File: src/rtl/nvram_hiscore_ctrl.sv
// nvram_hiscore_ctrl: arbitrates the CMOS nibble RAM between the CPU and HPS ioctl load/save sessions.
// Ports: clk_sys/reset_n clock and async active-low reset; cpu_* CPU RAM port and pause handshake;
// ioctl_* HPS file interface; ram_* RAM port (1-cycle read latency); nvram_dirty, ack_timeout, busy status.
`timescale 1ns/1ps
module nvram_hiscore_ctrl #(
    parameter int AW          = 10,
    parameter int DW          = 4,
    parameter int IOCTL_IDX   = 3,
    parameter int ACK_TIMEOUT = 1023
) (
    input  logic          clk_sys,
    input  logic          reset_n,
    input  logic [AW-1:0] cpu_addr,
    input  logic [DW-1:0] cpu_din,
    input  logic          cpu_we,
    output logic [DW-1:0] cpu_dout,
    output logic          cpu_pause,
    input  logic          cpu_pause_ack,
    input  logic          ioctl_download,
    input  logic          ioctl_upload,
    input  logic [15:0]   ioctl_index,
    input  logic [24:0]   ioctl_addr,
    input  logic [7:0]    ioctl_dout,
    input  logic          ioctl_wr,
    output logic [7:0]    ioctl_din,
    output logic          ioctl_wait,
    output logic [AW-1:0] ram_addr,
    output logic [DW-1:0] ram_din,
    output logic          ram_we,
    input  logic [DW-1:0] ram_dout,
    output logic          nvram_dirty,
    output logic          ack_timeout,
    output logic          busy
);
    localparam int CW = (ACK_TIMEOUT > 0) ? $clog2(ACK_TIMEOUT + 1) : 1;
    typedef enum logic [1:0] {IDLE, REQ, GRANT, DONE} state_t;
    state_t        state, state_nx;
    logic          sess, sess_q, start, flag, is_dl, granted, in_range, cpu_owns;
    logic          oor_q, oor_d, we_q, timed_out;
    logic [CW-1:0] cnt;
    logic [AW-1:0] addr_q;
    logic [DW-1:0] din_q;
    logic [7:0]    rd_q;
    assign sess      = ioctl_download | ioctl_upload;
    assign start     = (ioctl_index == 16'(IOCTL_IDX)) & sess & ~sess_q;
    assign flag      = is_dl ? ioctl_download : ioctl_upload;
    assign in_range  = (ioctl_addr >> AW) == '0;
    assign timed_out = cnt == CW'(ACK_TIMEOUT);
    assign cpu_owns  = (state == IDLE) || (state == REQ);
    always_comb begin
        state_nx = state;
        unique case (state)
            IDLE:  state_nx = start ? REQ : IDLE;
            REQ:   state_nx = !flag ? DONE : (cpu_pause_ack || timed_out) ? GRANT : REQ;
            GRANT: state_nx = !flag ? DONE : GRANT;
            DONE:  state_nx = IDLE;
        endcase
    end
    // sess_q resets high so a session still active across reset never looks like a fresh edge.
    always_ff @(posedge clk_sys or negedge reset_n) begin
        if (!reset_n) begin
            state       <= IDLE;
            sess_q      <= 1'b1;
            is_dl       <= 1'b0;
            granted     <= 1'b0;
            cnt         <= '0;
            ack_timeout <= 1'b0;
            nvram_dirty <= 1'b0;
            we_q        <= 1'b0;
            addr_q      <= '0;
            din_q       <= '0;
            oor_q       <= 1'b0;
            oor_d       <= 1'b0;
            rd_q        <= 8'h00;
        end else begin
            state  <= state_nx;
            sess_q <= sess;
            cnt    <= (state == REQ) ? cnt + 1'b1 : '0;
            oor_q  <= ~in_range;
            oor_d  <= oor_q;
            we_q   <= (state == GRANT) && is_dl && ioctl_wr && in_range;
            if (state == IDLE && start) begin
                is_dl   <= ioctl_download;
                granted <= 1'b0;
            end
            if (state == GRANT)
                granted <= 1'b1;
            if (state == REQ && flag && !cpu_pause_ack && timed_out)
                ack_timeout <= 1'b1;
            if (cpu_owns && cpu_we)
                nvram_dirty <= 1'b1;
            else if (state == DONE && granted)
                nvram_dirty <= 1'b0;
            if (state == GRANT && (is_dl ? ioctl_wr && in_range : 1'b1)) begin
                addr_q <= AW'(ioctl_addr);
                din_q  <= is_dl ? DW'(ioctl_dout) : din_q;
            end
            // Out-of-range flag is delayed twice to line up with the RAM read of that address.
            if (state == GRANT && !is_dl)
                rd_q <= oor_d ? 8'h00 : 8'(ram_dout);
        end
    end
    assign ram_addr   = cpu_owns ? cpu_addr : addr_q;
    assign ram_din    = cpu_owns ? cpu_din : din_q;
    assign ram_we     = reset_n & (cpu_owns ? cpu_we : (state == GRANT) & we_q);
    assign cpu_dout   = ram_dout;
    assign cpu_pause  = (state == REQ) || (state == GRANT);
    assign ioctl_wait = state == REQ;
    assign busy       = state != IDLE;
    assign ioctl_din  = rd_q;
endmodule
File: config.mk
export PLATFORM = sky130hd
export DESIGN_NAME = nvram_hiscore_ctrl
export DESIGN_NICKNAME = d
export VERILOG_FILES = /design/src/rtl/nvram_hiscore_ctrl.sv
export SDC_FILE = /design/constraint.sdc
export NUM_CORES = 1
export LEC_CHECK = 0
export CORE_AREA = 2 2 85 87
export DETAILED_ROUTE_END_ITERATION = 10
export DIE_AREA = 0 0 87 89
export PLACE_DENSITY = 0.59
export SLEW_MARGIN = 20
export SYNTH_ARGS = -nofsm -noshare
export SYNTH_HDL_FRONTEND = slang
export SYNTH_SLANG_ARGS = --single-unit
File: constraint.sdc
create_clock -name clk_sys -period 4.1 [get_ports clk_sys]
set_clock_uncertainty 0.2 [all_clocks]
set_input_delay 0.41 -clock clk_sys [delete_from_list [all_inputs] [get_ports clk_sys]]
set_output_delay 0.41 -clock clk_sys [all_outputs]
set_load 0.1 [all_outputs]
==> results.md, run 1 <==
- Largest net degree at the start of global routing: 40
- Setup crit end: ioctl_wait
- RSZ-0062 raised after global routing: no
- Layout net count: roughly 350
- FF-to-FF setup slack: between 1500 and 2000 ps
- Relative slew slack: 0.344
- # setup viols final: 0
- Buf+Inv Stages, Crit Path: 2
- Total Power: roughly 1.5 mW
- Initial DRC Count: 56
- Wire length on met1: 1850 um
- CTS hold repair buffers: 1
- Initial Utilization: 0.294
- P&R area growth vs syn: 54.1%
- Setup total negative slack: 0 ps
- Outcome: finished clean
- Worst-path clk slew: about 80 ps
- CTS Buffer Depth: 2
- WL met3: 421 um
- Max-slew violation count: 0
- Top layer reached by signal wires: met4
- DRT Wirelength: 4550 um
- Fin crit share: 0.763
- Leak: ~1.3 nW
- Final GP Congestion: 0.750
- DR pass1 iterations: 4
- N_diodes: 0
- Sequential fraction of the synthesis area: 0.482
- Met2 Wirelength: 2210 um
- Die Span X: 87 um
- Post-route ant nets: 0
- Io pins: 106
- Num Clock Sinks: 38
- Critical path capture point type: output port
- Global-route wire length before repair: about 7200 um
- Root buf cell: clkbuf_8
- Worst path cell trace: inv_1 > ha_1 > clkdlybuf4s50_1
- Syn. warnings: 0
- Core area: between 6000 and 7000 sq um
- Pwr per Cell Area: between 500 and 600 nW/um^2
- Worst Setup Path Type: reg2out
- Row cnt: 30
- Synth Register Bits: 38
- Reg2reg path depth: 5
- Critical R2R Launch: state[0]
- Post-synthesis instance area: just under 2000 sq um
- Max frequency: 320 MHz
- Critical path's slowest cell: clkdlybuf4s50_1
- VDD IR max: 469 uV
- Layout cell share with drive strength beyond 1: 0.225
- Max incr delay on CP: 1230 ps
- Syn_area_per_cell: approximately 12 sq um
- Worst path top cell family by delay: buffers and inverters
- Crit-path max FO: 16
- Port bufs: slightly below 100
- Post-Synthesis Cells: about 170
- WL/cell: between 10 and 15 um
- CP arrival: 2520 ps
- Total die area: just under 8000 sq um
- H-tree Lvls: 2
- Die Height: 89 um
- Levels on crit path: 3
- Min Tclk post-route: approximately 3100 ps
- Fin. Hold Viols: 0
- Avg Vias per Cell: between 4 and 5
- CTS tree: done
- Postcts setup bufs: 0
- Slew of the pin with the lowest slew margin: between 900 and 1000 ps
- Vias in the first global route: ~1,600
- Type of origin of the critical path: flip-flop
- Cts repair resizes: 0
- Worst Path Required: between 3000 and 4000 ps
- Drt drc: 0
- HP Class: reg2reg
- Initial antenna violation count: 0
- Gr usage total: 0.119
- Reg2reg end: addr_q[2]
- Max_cap viols: 0
- Via count: approximately 1,600
- Num CTS Buffers: 5
- GRT overflow: 0
- Clock Latency Late Sink: approximately 290 ps
- Yosys cell types: 36
- HPWL Detailed: 3570 um
==> cell type report <==
cell class	instances	area (sq um)
Tap cell	80	100
Timing Repair Buffer	100	953
Multi-Input combinational cell	118	932
Fill cell	663	3670
Clock buffer	6	82.6
Inverter	3	11.3
Sequential cell	38	952
Clock inverter	2	12.5
==> where the power goes <==
group / leakage (nW) / total, mW / internal (mW) / switching, mW
sequential: 0.483 / 0.465 / 0.431 / 0.0338
clock: 0.0472 / 0.270 / 0.135 / 0.135
combinational: 0.793 / 0.800 / 0.281 / 0.518
total: 1.32 / 1.53 / 0.848 / 0.687
==> synthesized netlist by cell type <==
master,number,share of area
nor2_1,3,0.0057
conb_1,1,0.0019
o21ai_0,6,0.015
and3_2,1,0.0038
dfstp_2,1,0.013
nand4_1,3,0.0095
and3_1,5,0.016
ha_1,5,0.032
o311ai_0,1,0.0044
a21bo_1,1,0.0051
nor2b_1,3,0.0095
mux2_4,10,0.076
or2_2,1,0.0032
nor4b_1,2,0.0089
nand2_1,13,0.025
buf_4,8,0.030
buf_2,1,0.0025
mux2_2,19,0.11
o31ai_1,1,0.0038
o21ba_2,1,0.0051
xnor2_1,6,0.027
inv_1,3,0.0057
and2_1,9,0.028
a31o_2,1,0.0044
a21boi_0,1,0.0038
clkbuf_1,1,0.0019
a21oi_1,1,0.0025
mux2i_1,1,0.0051
xor2_1,2,0.0089
buf_6,2,0.011
dfrtp_1,37,0.47
nor4_1,6,0.019
nand3_1,4,0.010
a21o_1,1,0.0038
nor3_1,2,0.0051
nand2b_1,5,0.016
==> how the worst min path moves through the flow <==
stage                                  to  cells past startpoint  startpoint
6_report                            oor_d                      0       oor_q
5_1_grt                             oor_d                      0       oor_q
4_1_cts                             oor_d                      0       oor_q
3_5_place_dp                        oor_d                      0       oor_q
3_3_place_gp                        oor_d                      0       oor_q
2_1_floorplan  asynchronous set/reset pin                      0     reset_n
==> stage by stage <==
| stage | setup WS [ps] | instances | util | instance area, sq um | hold slack (ps) |
|---|---|---|---|---|---|
| 3_3_place_gp | 1290 | 338 | 0.437 | 2940 | 134 |
| 3_5_place_dp | 1270 | 338 | 0.437 | 2940 | 138 |
| 2_1_floorplan | 208 | 171 | - | 1990 | -85.6 |
| 6_report | 972 | 347 | 0.453 | 3040 | 153 |
| 4_1_cts | 935 | 347 | 0.453 | 3040 | 156 |
| 5_1_grt | 833 | 347 | 0.453 | 3040 | 160 |
==> worst reg2reg max path, cell delays in order (launching register included) <==
cell and delay [ps]:
dfrtp_1 420, inv_1 100, ha_1 260, nand2b_1 230
a21bo_1 620, mux2_4 350
==> flip-flops by register name, indices dropped and copies added, names as in the netlist, 4 cells and up, named ones only <==
name / count
addr_q: 10
din_q: 4
ioctl_din: 4
cnt: 10
==> logic make-up after synthesis <==
family / after synthesis / share of synthesized area
AND/OR/NAND/NOR: 57 / 0.160
adder cells (fa/ha/maj): 5 / 0.0317
flip-flops: 38 / 0.482
buffers and inverters: 15 / 0.0519
other: 1 / 0.00190
XOR/XNOR: 8 / 0.0355
AO/OA/AOI/OAI: 14 / 0.0481
multiplexers: 30 / 0.189
==> placed cells by master, fill, tap and decap left out, types with 2 or more instances in the layout <==
master and n:
o21ai_0 6, buf_4 17, mux2_2 19, clkdlybuf4s50_1 81
nand3_1 4, nand2b_1 5, and2_1 9, inv_1 3
nand4_1 3, conb_1 4, mux2_4 10, nor3_1 2
nor2b_1 3, nor2_1 3, ha_1 5, xnor2_1 6
dfrtp_1 37, nor4_1 6, nor4b_1 2, xor2_1 2
and3_1 5, nand2_1 13, clkbuf_8 6
==> metal layers <==
metal	global-route usage	vias up
met5	0	-
met1	0.142	729
met2	0.199	67
li1	-	769
met4	0.0426	0
met3	0.0397	7
(Power assumes the default switching activity.)
==> run 2: changes to the inputs <==
clock period = 3.1 ns   (was 4.1 ns; I/O delays follow)
==> run 2 against run 1 <==
Sequential power rose by 32%. Non-clock buffer count rose by 1. Largest power group unchanged. Via count fell by 0.38%. Final area rose by 5.7%. Worst hold slack got worse by 1.2 ps. Highest routed layer unchanged. Total power rose by 43%. Critical path type unchanged. Die area did not move. Count of clock-buffer cells in the layout did not move. Routed wire length rose by 3.4%. Largest cell class unchanged. Final cell count rose by 0.29%. Core utilization rose by 2.6 points.
==> results.md, run 2 (same netlist as run 1, synthesis figures left out) <==
- VDD IR max: 551 uV (was 469 uV)
- Min Tclk post-route: roughly 2500 ps
- Largest net degree at the start of global routing: 39 (was 40)
- P&R area growth vs syn: 62.9% (was 54.1%)
- HP Class: reg2reg (unchanged)
- Max-slew violation count: 0 (unchanged)
- Fillers: 662 (was 663)
- Worst Setup Path Type: reg2out (unchanged)
- CTS Buffer Depth: 2 (unchanged)
- Worst slack, placed: 655 ps (was 1270 ps)
- Global-route wire length before repair: 7220 um (unchanged)
- N_diodes: 0 (unchanged)
- Num CTS Buffers: 5 (unchanged)
- Cts repair resizes: 0 (unchanged)
- Pwr per Cell Area: 684 nW/um^2 (was 504 nW/um^2)
- Io pins: 106 (unchanged)
- Postcts setup bufs: 0 (unchanged)
- Setup total negative slack: 0 ps (unchanged)
- Max frequency: 399 MHz
- RSZ-0062 raised after global routing: no (unchanged)
- Vias in the first global route: 1,554 (was 1,576)
- Die Height: 89 um (unchanged)
- Num Clock Sinks: 38 (unchanged)
- GRT overflow: 0 (unchanged)
- Row cnt: 30 (unchanged)
- Gr usage total: 0.120 (was 0.119)
- Drt drc: 0 (unchanged)
- Worst Path Required: 2590 ps (was 3490 ps)
- DRT Wirelength: 4700 um (was 4550 um)
- Initial antenna violation count: 0 (unchanged)
- Type of origin of the critical path: flip-flop (unchanged)
- Final worst-path setup slack: 591 ps (was 972 ps)
- HPWL Detailed: 3660 um (was 3570 um)
- Root buf cell: clkbuf_8 (unchanged)
- CTS hold repair buffers: 1 (unchanged)
- DR pass1 iterations: 4 (unchanged)
- Via count: 1,566 (was 1,572)
- CP arrival: 2000 ps (was 2520 ps)
- Clock Latency Late Sink: 280 ps (was 290 ps)
- Leak: 1.42 nW (was 1.32 nW)
- CTS tree: done (unchanged)
- Relative slew slack: 0.602 (was 0.344)
- Crit-path max FO: 15 (was 16)
- Max_cap viols: 0 (unchanged)
- Final GP Congestion: 0.724 (was 0.750)
- Most frequent cells in the layout: clkdlybuf4s50_1, dfrtp_1, mux2_2, buf_4, buf_12 (was clkdlybuf4s50_1, dfrtp_1, mux2_2, buf_4, nand2_1)
- Layout cell share with drive strength beyond 1: 0.280 (was 0.225)
- Worst-path clk slew: 80 ps (about the same)
- Outcome: finished clean (unchanged)
- Largest registers: addr_q x10, cnt x10 (unchanged)
- Post-route ant nets: 0 (unchanged)
- Fin. Hold Viols: 0 (unchanged)
- Fin crit share: 0.809
- Avg Vias per Cell: 4.50 (was 4.53)
- Initial DRC Count: 36 (was 56)
- Critical path capture point type: output port (unchanged)
- # setup viols final: 0 (unchanged)
- Initial Utilization: 0.294 (unchanged)
- Die Span X: 87 um (unchanged)
- Total die area: 7740 sq um (unchanged)
- WL/cell: 13.5 um (was 13.1 um)
- H-tree Lvls: 2 (unchanged)
- Slew of the pin with the lowest slew margin: 597 ps (was 980 ps)
- Core area: 6720 sq um (unchanged)
- Port bufs: 97 (unchanged)
- Layout net count: 346 (was 345)
- Most common cell after layout, fill and taps aside: clkdlybuf4s50_1 (unchanged)
-- run 2: cell count changes in the layout (fill, tap and decap cells not counted) --
cell,change
a21boi_4,+1
buf_4,-1
buf_12,+15
clkdlybuf4s50_1,-13
a21boi_1,-1
-- run 2: layer usage --
metal,track usage,share of wire,up-vias
met5,0,0,-
met4,0.0298,0.0053,0
met3,0.0554,0.10,2
li1,-,-,773
met2,0.198,0.49,65
met1,0.144,0.40,726
-- run 2: power by group --
part / internal, mW / switching [mW]
Clock: 0.179 / 0.175
Sequential: 0.570 / 0.0430
Combinational: 0.505 / 0.728
-- run 2: final timing paths --
kind	from	endpoint	slack [ps]	cells past startpoint
worst max-delay path	state[0]	ram_addr[1]	590	6
worst min-delay path	oor_q	oor_d	150	0
worst max register to register	state[0]	addr_q[5]	800	5
worst min register to register	oor_q	oor_d	150	0
max in group asynchronous	reset_n	sess_q	1890	3
min in group asynchronous	reset_n	nvram_dirty	460	3
-- run 2: critical path, stage by stage, from the launching register on --
cell and delay [ps]:
dfrtp_1 410, inv_1 80, ha_1 260, nor2_1 120, buf_4 260, mux2_2 390
buf_12 170
-- run 2: through the flow --
stage	cells	utilization	total power [mW]	hold slack [ps]	cell area, sq um
5_1_grt	348	0.479	2.31	161	3220
3_5_place_dp	339	0.463	1.86	138	3110
3_3_place_gp	339	0.463	1.85	134	3110
6_report	348	0.479	2.20	152	3220
4_1_cts	348	0.479	2.23	156	3220
2_1_floorplan	171	-	1.48	-186	2000
-- run 2: final cells by class --
class | count | area [sq um] | share of cell area
Inverter | 3 | 11.3 | 0.00350
Sequential cell | 38 | 952 | 0.296
Tap cell | 80 | 100 | 0.0311
Clock inverter | 2 | 12.5 | 0.00389
Multi-Input combinational cell | 118 | 943 | 0.293
Clock buffer | 6 | 82.6 | 0.0257
Timing Repair Buffer | 101 | 1120 | 0.347
